File: src/rtl/gaussian_stream_ctrl_if.sv
// Stream and filter-control bundle for the Gaussian frame sequencer.
// master: the sequencer. slave: the environment (upstream, downstream and filter).
interface gaussian_stream_ctrl_if;
  // upstream pixel stream
  logic [7:0] in_data;
  logic       in_valid;
  logic       in_ready;
  // downstream filtered stream
  logic [7:0] out_data;
  logic       out_valid;
  logic       out_ready;
  logic       out_sof;
  logic       out_eol;
  logic       out_eof;
  // filter datapath control
  logic [7:0] filt_din;
  logic       filt_ce;
  logic       filt_sclr;
  logic [7:0] filt_dout;

  modport master (
    input  in_data, in_valid, out_ready, filt_dout,
    output in_ready, out_data, out_valid, out_sof, out_eol, out_eof,
           filt_din, filt_ce, filt_sclr
  );

  modport slave (
    output in_data, in_valid, out_ready, filt_dout,
    input  in_ready, out_data, out_valid, out_sof, out_eol, out_eof,
           filt_din, filt_ce, filt_sclr
  );
endinterface

File: src/rtl/gaussian_stream_ctrl.sv
// Frame sequencer for the two-stage 5-tap Gaussian filter. Feeds the frame
// into the filter, hides the priming outputs, flushes with zero pixels and
// emits exactly WIDTH*HEIGHT filtered pixels with sof/eol/eof markers.
module gaussian_stream_ctrl #(
  parameter int WIDTH      = 400,
  parameter int HEIGHT     = 300,
  parameter int CENTER_DLY = 802,
  parameter int CNT_W      = 18
) (
  input  logic clk,
  input  logic rst,
  input  logic start,
  input  logic abort,
  output logic busy,
  output logic frame_done,
  gaussian_stream_ctrl_if.master bus
);

  localparam int TOTAL_I = WIDTH * HEIGHT;
  localparam logic [CNT_W-1:0] TOTAL     = CNT_W'(TOTAL_I);
  localparam logic [CNT_W-1:0] LAST_IN   = CNT_W'(TOTAL_I - 1);
  localparam logic [CNT_W-1:0] CD        = CNT_W'(CENTER_DLY);
  localparam logic [CNT_W-1:0] LAST_BEAT = CNT_W'(TOTAL_I + CENTER_DLY - 1);
  localparam logic [CNT_W-1:0] LAST_COL  = CNT_W'(WIDTH - 1);
  localparam logic [CNT_W-1:0] LAST_ROW  = CNT_W'(HEIGHT - 1);

  typedef enum logic [2:0] {
    IDLE  = 3'd0,
    CLEAR = 3'd1,
    FILL  = 3'd2,
    RUN   = 3'd3,
    FLUSH = 3'd4,
    DRAIN = 3'd5,
    DONE  = 3'd6
  } state_t;

  state_t           state_reg, state_next;
  logic [CNT_W-1:0] beat_cnt_reg, in_cnt_reg, col_reg, row_reg;
  logic [CNT_W-1:0] beat_cnt_inc, col_adv, row_adv;
  logic [7:0]       out_data_reg;
  logic             out_valid_reg, out_sof_reg, out_eol_reg, out_eof_reg;
  logic             filt_sclr_reg;
  logic             in_ready, filt_ce, abort_take, accept;
  logic [7:0]       filt_din;

  assign abort_take   = abort && (state_reg != IDLE);
  assign accept       = out_valid_reg && bus.out_ready;
  assign beat_cnt_inc = beat_cnt_reg + 1'b1;

  // Handshake and filter enable: a beat is only issued when the output
  // register is free or being emptied, so a pending pixel is never overwritten.
  always_comb begin
    in_ready = 1'b0;
    filt_ce  = 1'b0;
    filt_din = 8'd0;
    case (state_reg)
      FILL, RUN: begin
        in_ready = (in_cnt_reg < TOTAL) && (!out_valid_reg || bus.out_ready) && !abort;
        filt_ce  = bus.in_valid && in_ready;
        filt_din = bus.in_data;
      end
      FLUSH: begin
        filt_ce = (!out_valid_reg || bus.out_ready) && !abort;
      end
      default: ;
    endcase
  end

  // Next-state logic; abort overrides every other transition.
  always_comb begin
    state_next = state_reg;
    case (state_reg)
      IDLE:  if (start) state_next = CLEAR;
      CLEAR: state_next = FILL;
      FILL, RUN: begin
        if (filt_ce) begin
          if (in_cnt_reg == LAST_IN)    state_next = FLUSH;
          else if (beat_cnt_inc >= CD)  state_next = RUN;
          else                          state_next = FILL;
        end
      end
      // Leave only on the final flush beat, never on a stalled cycle.
      FLUSH: if (filt_ce && (beat_cnt_reg == LAST_BEAT)) state_next = DRAIN;
      DRAIN: if (!out_valid_reg || bus.out_ready) state_next = DONE;
      DONE:  state_next = IDLE;
      default: state_next = IDLE;
    endcase
    if (abort_take) state_next = IDLE;
  end

  // Output position after any acceptance on this edge; markers for a newly
  // loaded pixel must reflect the slot it will occupy.
  always_comb begin
    col_adv = col_reg;
    row_adv = row_reg;
    if (accept) begin
      if (col_reg == LAST_COL) begin
        col_adv = '0;
        row_adv = row_reg + 1'b1;
      end else begin
        col_adv = col_reg + 1'b1;
      end
    end
  end

  // State register and registered filter clear (high during CLEAR and
  // for one cycle after an abort).
  always_ff @(posedge clk or posedge rst) begin
    if (rst) begin
      state_reg     <= IDLE;
      filt_sclr_reg <= 1'b0;
    end else begin
      state_reg     <= state_next;
      filt_sclr_reg <= abort_take || (state_next == CLEAR);
    end
  end

  // Beat, input and output position counters.
  always_ff @(posedge clk or posedge rst) begin
    if (rst) begin
      beat_cnt_reg <= '0;
      in_cnt_reg   <= '0;
      col_reg      <= '0;
      row_reg      <= '0;
    end else if (abort_take || (state_reg == CLEAR)) begin
      beat_cnt_reg <= '0;
      in_cnt_reg   <= '0;
      col_reg      <= '0;
      row_reg      <= '0;
    end else begin
      if (filt_ce) beat_cnt_reg <= beat_cnt_inc;
      if (in_ready && bus.in_valid) in_cnt_reg <= in_cnt_reg + 1'b1;
      col_reg <= col_adv;
      row_reg <= row_adv;
    end
  end

  // Output register: capture the filter result once the centred tap is
  // valid, otherwise drop valid when downstream takes the pixel.
  always_ff @(posedge clk or posedge rst) begin
    if (rst) begin
      out_data_reg  <= 8'd0;
      out_valid_reg <= 1'b0;
      out_sof_reg   <= 1'b0;
      out_eol_reg   <= 1'b0;
      out_eof_reg   <= 1'b0;
    end else if (abort_take) begin
      out_valid_reg <= 1'b0;
      out_sof_reg   <= 1'b0;
      out_eol_reg   <= 1'b0;
      out_eof_reg   <= 1'b0;
    end else if (filt_ce && (beat_cnt_reg >= CD)) begin
      out_data_reg  <= bus.filt_dout;
      out_valid_reg <= 1'b1;
      out_sof_reg   <= (col_adv == '0) && (row_adv == '0);
      out_eol_reg   <= (col_adv == LAST_COL);
      out_eof_reg   <= (col_adv == LAST_COL) && (row_adv == LAST_ROW);
    end else if (bus.out_ready) begin
      out_valid_reg <= 1'b0;
    end
  end

  assign busy          = (state_reg != IDLE);
  assign frame_done    = (state_reg == DONE);
  assign bus.in_ready  = in_ready;
  assign bus.filt_ce   = filt_ce;
  assign bus.filt_din  = filt_din;
  assign bus.filt_sclr = filt_sclr_reg;
  assign bus.out_data  = out_data_reg;
  assign bus.out_valid = out_valid_reg;
  assign bus.out_sof   = out_sof_reg;
  assign bus.out_eol   = out_eol_reg;
  assign bus.out_eof   = out_eof_reg;

endmodule

File: src/flat_wrapper.sv
// flat-port wrapper written by rule: the top's interface ports become plain ports
module gaussian_stream_ctrl_flat 
#(
  parameter int WIDTH      = 400,
  parameter int HEIGHT     = 300,
  parameter int CENTER_DLY = 802,
  parameter int CNT_W      = 18
)
  (clk, rst, start, abort, busy, frame_done, bus_in_data, bus_in_valid, bus_out_ready, bus_filt_dout, bus_in_ready, bus_out_data, bus_out_valid, bus_out_sof, bus_out_eol, bus_out_eof, bus_filt_din, bus_filt_ce, bus_filt_sclr);
  gaussian_stream_ctrl_if bus_i ();
  input  logic clk;
  input  logic rst;
  input  logic start;
  input  logic abort;
  output logic busy;
  output logic frame_done;
  input wire logic [$bits(bus_i.in_data)-1:0] bus_in_data;
  input wire logic [$bits(bus_i.in_valid)-1:0] bus_in_valid;
  input wire logic [$bits(bus_i.out_ready)-1:0] bus_out_ready;
  input wire logic [$bits(bus_i.filt_dout)-1:0] bus_filt_dout;
  output wire logic [$bits(bus_i.in_ready)-1:0] bus_in_ready;
  output wire logic [$bits(bus_i.out_data)-1:0] bus_out_data;
  output wire logic [$bits(bus_i.out_valid)-1:0] bus_out_valid;
  output wire logic [$bits(bus_i.out_sof)-1:0] bus_out_sof;
  output wire logic [$bits(bus_i.out_eol)-1:0] bus_out_eol;
  output wire logic [$bits(bus_i.out_eof)-1:0] bus_out_eof;
  output wire logic [$bits(bus_i.filt_din)-1:0] bus_filt_din;
  output wire logic [$bits(bus_i.filt_ce)-1:0] bus_filt_ce;
  output wire logic [$bits(bus_i.filt_sclr)-1:0] bus_filt_sclr;
  assign bus_i.in_data = bus_in_data;
  assign bus_i.in_valid = bus_in_valid;
  assign bus_i.out_ready = bus_out_ready;
  assign bus_i.filt_dout = bus_filt_dout;
  assign bus_in_ready = bus_i.in_ready;
  assign bus_out_data = bus_i.out_data;
  assign bus_out_valid = bus_i.out_valid;
  assign bus_out_sof = bus_i.out_sof;
  assign bus_out_eol = bus_i.out_eol;
  assign bus_out_eof = bus_i.out_eof;
  assign bus_filt_din = bus_i.filt_din;
  assign bus_filt_ce = bus_i.filt_ce;
  assign bus_filt_sclr = bus_i.filt_sclr;
  gaussian_stream_ctrl #(.WIDTH(WIDTH), .HEIGHT(HEIGHT), .CENTER_DLY(CENTER_DLY), .CNT_W(CNT_W)) u_core (.clk(clk), .rst(rst), .start(start), .abort(abort), .busy(busy), .frame_done(frame_done), .bus(bus_i));
endmodule
File: config.mk
export PLATFORM = sky130hd
export DESIGN_NAME = gaussian_stream_ctrl_flat
export DESIGN_NICKNAME = d
export VERILOG_FILES = /design/src/rtl/gaussian_stream_ctrl_if.sv /design/src/rtl/gaussian_stream_ctrl.sv /design/src/flat_wrapper.sv
export SDC_FILE = /design/constraint.sdc
export NUM_CORES = 1
export LEC_CHECK = 0
export CAP_MARGIN = 20
export CORE_MARGIN = 3
export CORE_UTILIZATION = 45
export DETAILED_ROUTE_END_ITERATION = 16
export PLACE_DENSITY = 0.7
export RECOVER_POWER = 100
export SLEW_MARGIN = 20
export SYNTH_ARGS = -nofsm -noshare
export SYNTH_HDL_FRONTEND = slang
export SYNTH_SLANG_ARGS = --single-unit
File: constraint.sdc
create_clock -name clk -period 4.69 [get_ports clk]
set_clock_uncertainty 0.15 [all_clocks]
set_input_delay 0.469 -clock clk [delete_from_list [all_inputs] [get_ports clk]]
set_output_delay 0.469 -clock clk [all_outputs]
set_load 0.02 [all_outputs]
==> results <==
- The run finished, with violations left.
- The checks that failed: capacitance limit, slew limit.
- The number of clock buffers added by TritonCTS is 9.
- In this run the number of cells on the critical path is 7.
- The initial antenna violation count is 0.
- The detailed-route wire length per cell is 15.6 um.
- The global-route wire length before repair is 21.4 mm.
- Of all nets on the critical path, the largest fanout is 11.
- The half-perimeter wire length of the detailed placement result is 8.68 mm.
- Once the clock tree was built, the setup fixing pass inserted 0 buffers.
- The count of buffering cells on the critical path with inverters included is 0.
- The highest-delay cell along the critical path is sky130_fd_sc_hd__nor4_1.
- The detailed-routing iteration count for the pre-antenna-repair pass is 4.
- The mean area per synthesized cell is 8.67 um2.
- The class of the worst hold path is reg2reg.
- The total wire length is 12.6 mm.
- The proportion of synthesized area in mux cells is 2.98%.
- The synthesized netlist devotes 1.38% of its cell area to adder and majority cells.
- The count of antenna-violating nets left after detailed routing is 0.
- The number of standard-cell rows in the floorplan is 39.
- The root buffer cell chosen for the clock tree is sky130_fd_sc_hd__clkbuf_16.
- The startpoint of the lowest-slack hold path is u_core.bus.out_sof$_DFFE_PP0P_.
- The netlist uses 63 different library cells.
- The worst path uses 81.4% of the clock period.
- After synthesis, the share of flip-flops with an asynchronous set or reset is 100%.
- The flip-flop cell with the highest count after synthesis is sky130_fd_sc_hd__dfrtp_1.
- Setup repair after global routing left no endpoint under its margin.
- The xor/xnor share of the synthesized area is 8.03%.
- At the end of routability-driven placement, the weighted congestion stood at 0.857.
- Cells fill 53.7% of the core in the end.
- The number of global-route vias before repair was 4562.
- The placement-stage worst setup slack is 1.19 ns.
- The starting density of the core is 47.0%.
- The routed layout has 4722 vias.
- The port buffer count is 46.
- At the worst endpoint, the required time is 4.78 ns.
- The detailed router finished its first iteration with 350 violations.
- The data arrival time of the critical path is 3.91 ns.
- Yosys printed 0 warnings.
- The ratio of cells with drive above 1 in the final layout is 6.80%.
- In this run the cell area of the synthesized design comes to 0.00546 mm2.
- CTS built an H-tree with a depth of 3.
- The largest family of logic cells by synthesized area is simple AND/OR/NAND/NOR gates.
- 47 I/O pins were placed.
- The final net count is 685.
- Across all setup checks in the final design, the least slack found is 0.874 ns.
- The pin count of the biggest net entering global routing is 59.
- The most critical setup path has its startpoint at u_core.col_reg[6]$_DFF_PP0_.
- Clock tree synthesis found a total of 88 sinks.
- The number of max-capacitance violations reported is 2.
- Walking the worst path, the cells encountered are or4_1, nor4_1, nand4_1, xnor2_1, a2111oi_0, nand4_1, o31ai_1.
- The sequential area share after synthesis is 40.4%.
- In this run the tightest slew margin relative to its limit is -74.0%.
- The most prevalent standard cell on the critical path is sky130_fd_sc_hd__nand4_1.
- The worst setup path is of the reg2reg kind.
- Summing the areas of all and, or, nand and nor instances in the mapped netlist gives 31.0% of the synthesized area.
- The die covers 0.0135 mm2.
- The share of the synthesized area in compound gates (AO/OA/AOI/OAI) is 13.0%.
- The largest delay contributor family on the critical path is simple AND/OR/NAND/NOR gates.
- The CTS tree is yes.
- Setup total negative slack on the finished layout was measured at 0 ns.
- The via density per instance is 5.87.
- After clock tree synthesis, the flow added hold-fix buffers numbering 0.
- The critical path launch point type is a flip-flop.
- The maximum VDD drop is 0.179 mV.
- The final max-slew violation count came to 101.
- The maximum clock rate is 262 MHz.
- The worst hold path was traced through 2 stages.
- The worst register-to-register path begins at u_core.col_reg[6]$_DFF_PP0_.
- The number of antenna diodes in the final layout is 0.
- The all-layer global routing usage is 19.5%.
- The final critical-path required period is 3.82 ns.
- The number of instances in the synthesized netlist is 629.
- The power density over the cells is 328 mW/mm2.
- The die boundary height is 116 um.
- The number of storage elements in the synthesis netlist is 88.
- Clock-pin slew was measured on the worst setup and hold paths at 0.06 ns.
- The setup violation total in the final timing report is 0.
- Synthesis produced a netlist with a net count of 657.
- The insertion delay to the later sink of the worst-skew pair is 0.34 ns.
- The overflow left after global routing is 0.
- The total area inside the core boundary comes to 0.0116 mm2.
- Relative to the synthesized area, the layout overhead comes to 14.2%.
- In this run the horizontal extent of the chip is 116 um.
- The count of final hold-check violations is 0.
- Summed over all cells, the static leakage comes to 2.62 nW.
- The number of flops mapped to enable cells by yosys is 0.
- The number of cells traversed by the worst register-to-register path is 7.
- For this run, design rule violations remaining after detail routing come to 0.
- The capturing element type of the critical path is a flip-flop.
- Gates resized during post-CTS repair numbered 0.
- For the pin with the worst max-slew slack, the measured transition is 2.60 ns.
- The maximum number of buffers from clock root to sink is 2.
- The largest incremental delay on the critical path is 1.09 ns.
[final cells by class]
cell class	count	area, um2
multi-input cells	498	3030
fillers	1059	5380
clock inverters	6	58.8
clock buffers	10	239
flip-flops and latches	88	2200
repair buffers	51	484
inverters	9	35.0
well taps	143	179
[power by group]
| group | internal (W) | switching [W] | total (W) |
|---|---|---|---|
| Sequential | 0.000798 | 0.0000506 | 0.000849 |
| Combinational | 0.000168 | 0.000299 | 0.000468 |
| Clock | 0.000425 | 0.000301 | 0.000726 |
| Total | 0.00139 | 0.000651 | 0.00204 |
[cell usage after synthesis (all sizes together) (4+ instances only)]
library cell	count	share of area (%)
a21oi	27	2.5
nor4	12	1.9
and2	22	2.5
nand2	56	3.9
and3	13	1.6
dfrtp	88	40
or2	4	0.46
or3	13	1.5
nand4	20	2.4
mux2	10	2.1
o21ai	43	3.9
buf	10	0.96
clkbuf	24	1.7
nor3	15	1.7
xnor2	25	4.0
nor4bb	4	0.73
nor4b	4	0.64
o21a	4	0.55
o31ai	9	1.2
inv	9	0.62
a211o	4	0.64
mux2i	5	0.92
or4	8	1.2
ha	6	1.4
nand3	36	3.5
nor2	85	6.0
xor2	25	4.0
a31oi	9	1.0
[kinds of logic after synthesis]
family / count (synthesis)
AND/OR/NAND/NOR: 312
AO/OA/AOI/OAI: 115
flip-flops: 88
XOR/XNOR: 50
buffers and inverters: 43
multiplexers: 15
adder cells (fa/ha/maj): 6
[path summary, 6_finish.rpt]
| path | end | slack [ns] |
|---|---|---|
| setup / recovery | u_core.bus.out_sof$_DFFE_PP0P_ | 0.87 |
| hold / removal | u_core.bus.out_sof$_DFFE_PP0P_ | 0.34 |
| setup reg to reg | u_core.bus.out_sof$_DFFE_PP0P_ | 0.87 |
| hold reg to reg | u_core.bus.out_sof$_DFFE_PP0P_ | 0.34 |
| max in group asynchronous | u_core.beat_cnt_reg[7]$_DFFE_PP0P_ | 1.57 |
| min in group asynchronous | u_core.in_cnt_reg[13]$_DFFE_PP0P_ | 1.16 |
[stage by stage]
| stage | std cells | cell area [um2] | hold WS (ns) | power (W) |
|---|---|---|---|---|
| 2_1_floorplan | 629 | 5460 | 0.312 | 0.00116 |
| 3_3_place_gp | 789 | 5990 | 0.319 | 0.00135 |
| 3_5_place_dp | 789 | 5990 | 0.322 | 0.00136 |
| 4_1_cts | 805 | 6290 | 0.336 | 0.00209 |
| 5_1_grt | 805 | 6230 | 0.345 | 0.00215 |
| 6_report | 805 | 6230 | 0.338 | 0.00204 |
[per-layer routing]
metal,vias to the layer above,track usage (%),part of all wire (%)
li1,2306,-,-
met1,2280,27.0,46
met2,117,30.5,48
met3,19,3.94,4.1
met4,0,6.73,1.5
met5,-,0,0
[worst register-to-register path: stages, from the launching register on]
cell and delay (ns):
sky130_fd_sc_hd__dfrtp_1 0.48, sky130_fd_sc_hd__or4_1 0.58, sky130_fd_sc_hd__nor4_1 1.09, sky130_fd_sc_hd__nand4_1 0.22, sky130_fd_sc_hd__xnor2_1 0.20, sky130_fd_sc_hd__a2111oi_0 0.48
sky130_fd_sc_hd__nand4_1 0.24, sky130_fd_sc_hd__o31ai_1 0.28
[placed cells by master (no fill, tap or decap), drive strengths merged, types with 13 or more instances in the layout]
master         instances
clkbuf                14
nor3                  15
and2                  22
nand2                 56
nand3                 36
o21ai                 43
nor2                  85
dfrtp                 88
xnor2                 25
and3                  13
or3                   13
a21oi                 27
xor2                  25
clkdlybuf4s50         18
nand4                 20
dlygate4sd3           28
Note: power is estimated with default switching activity, not from simulation.
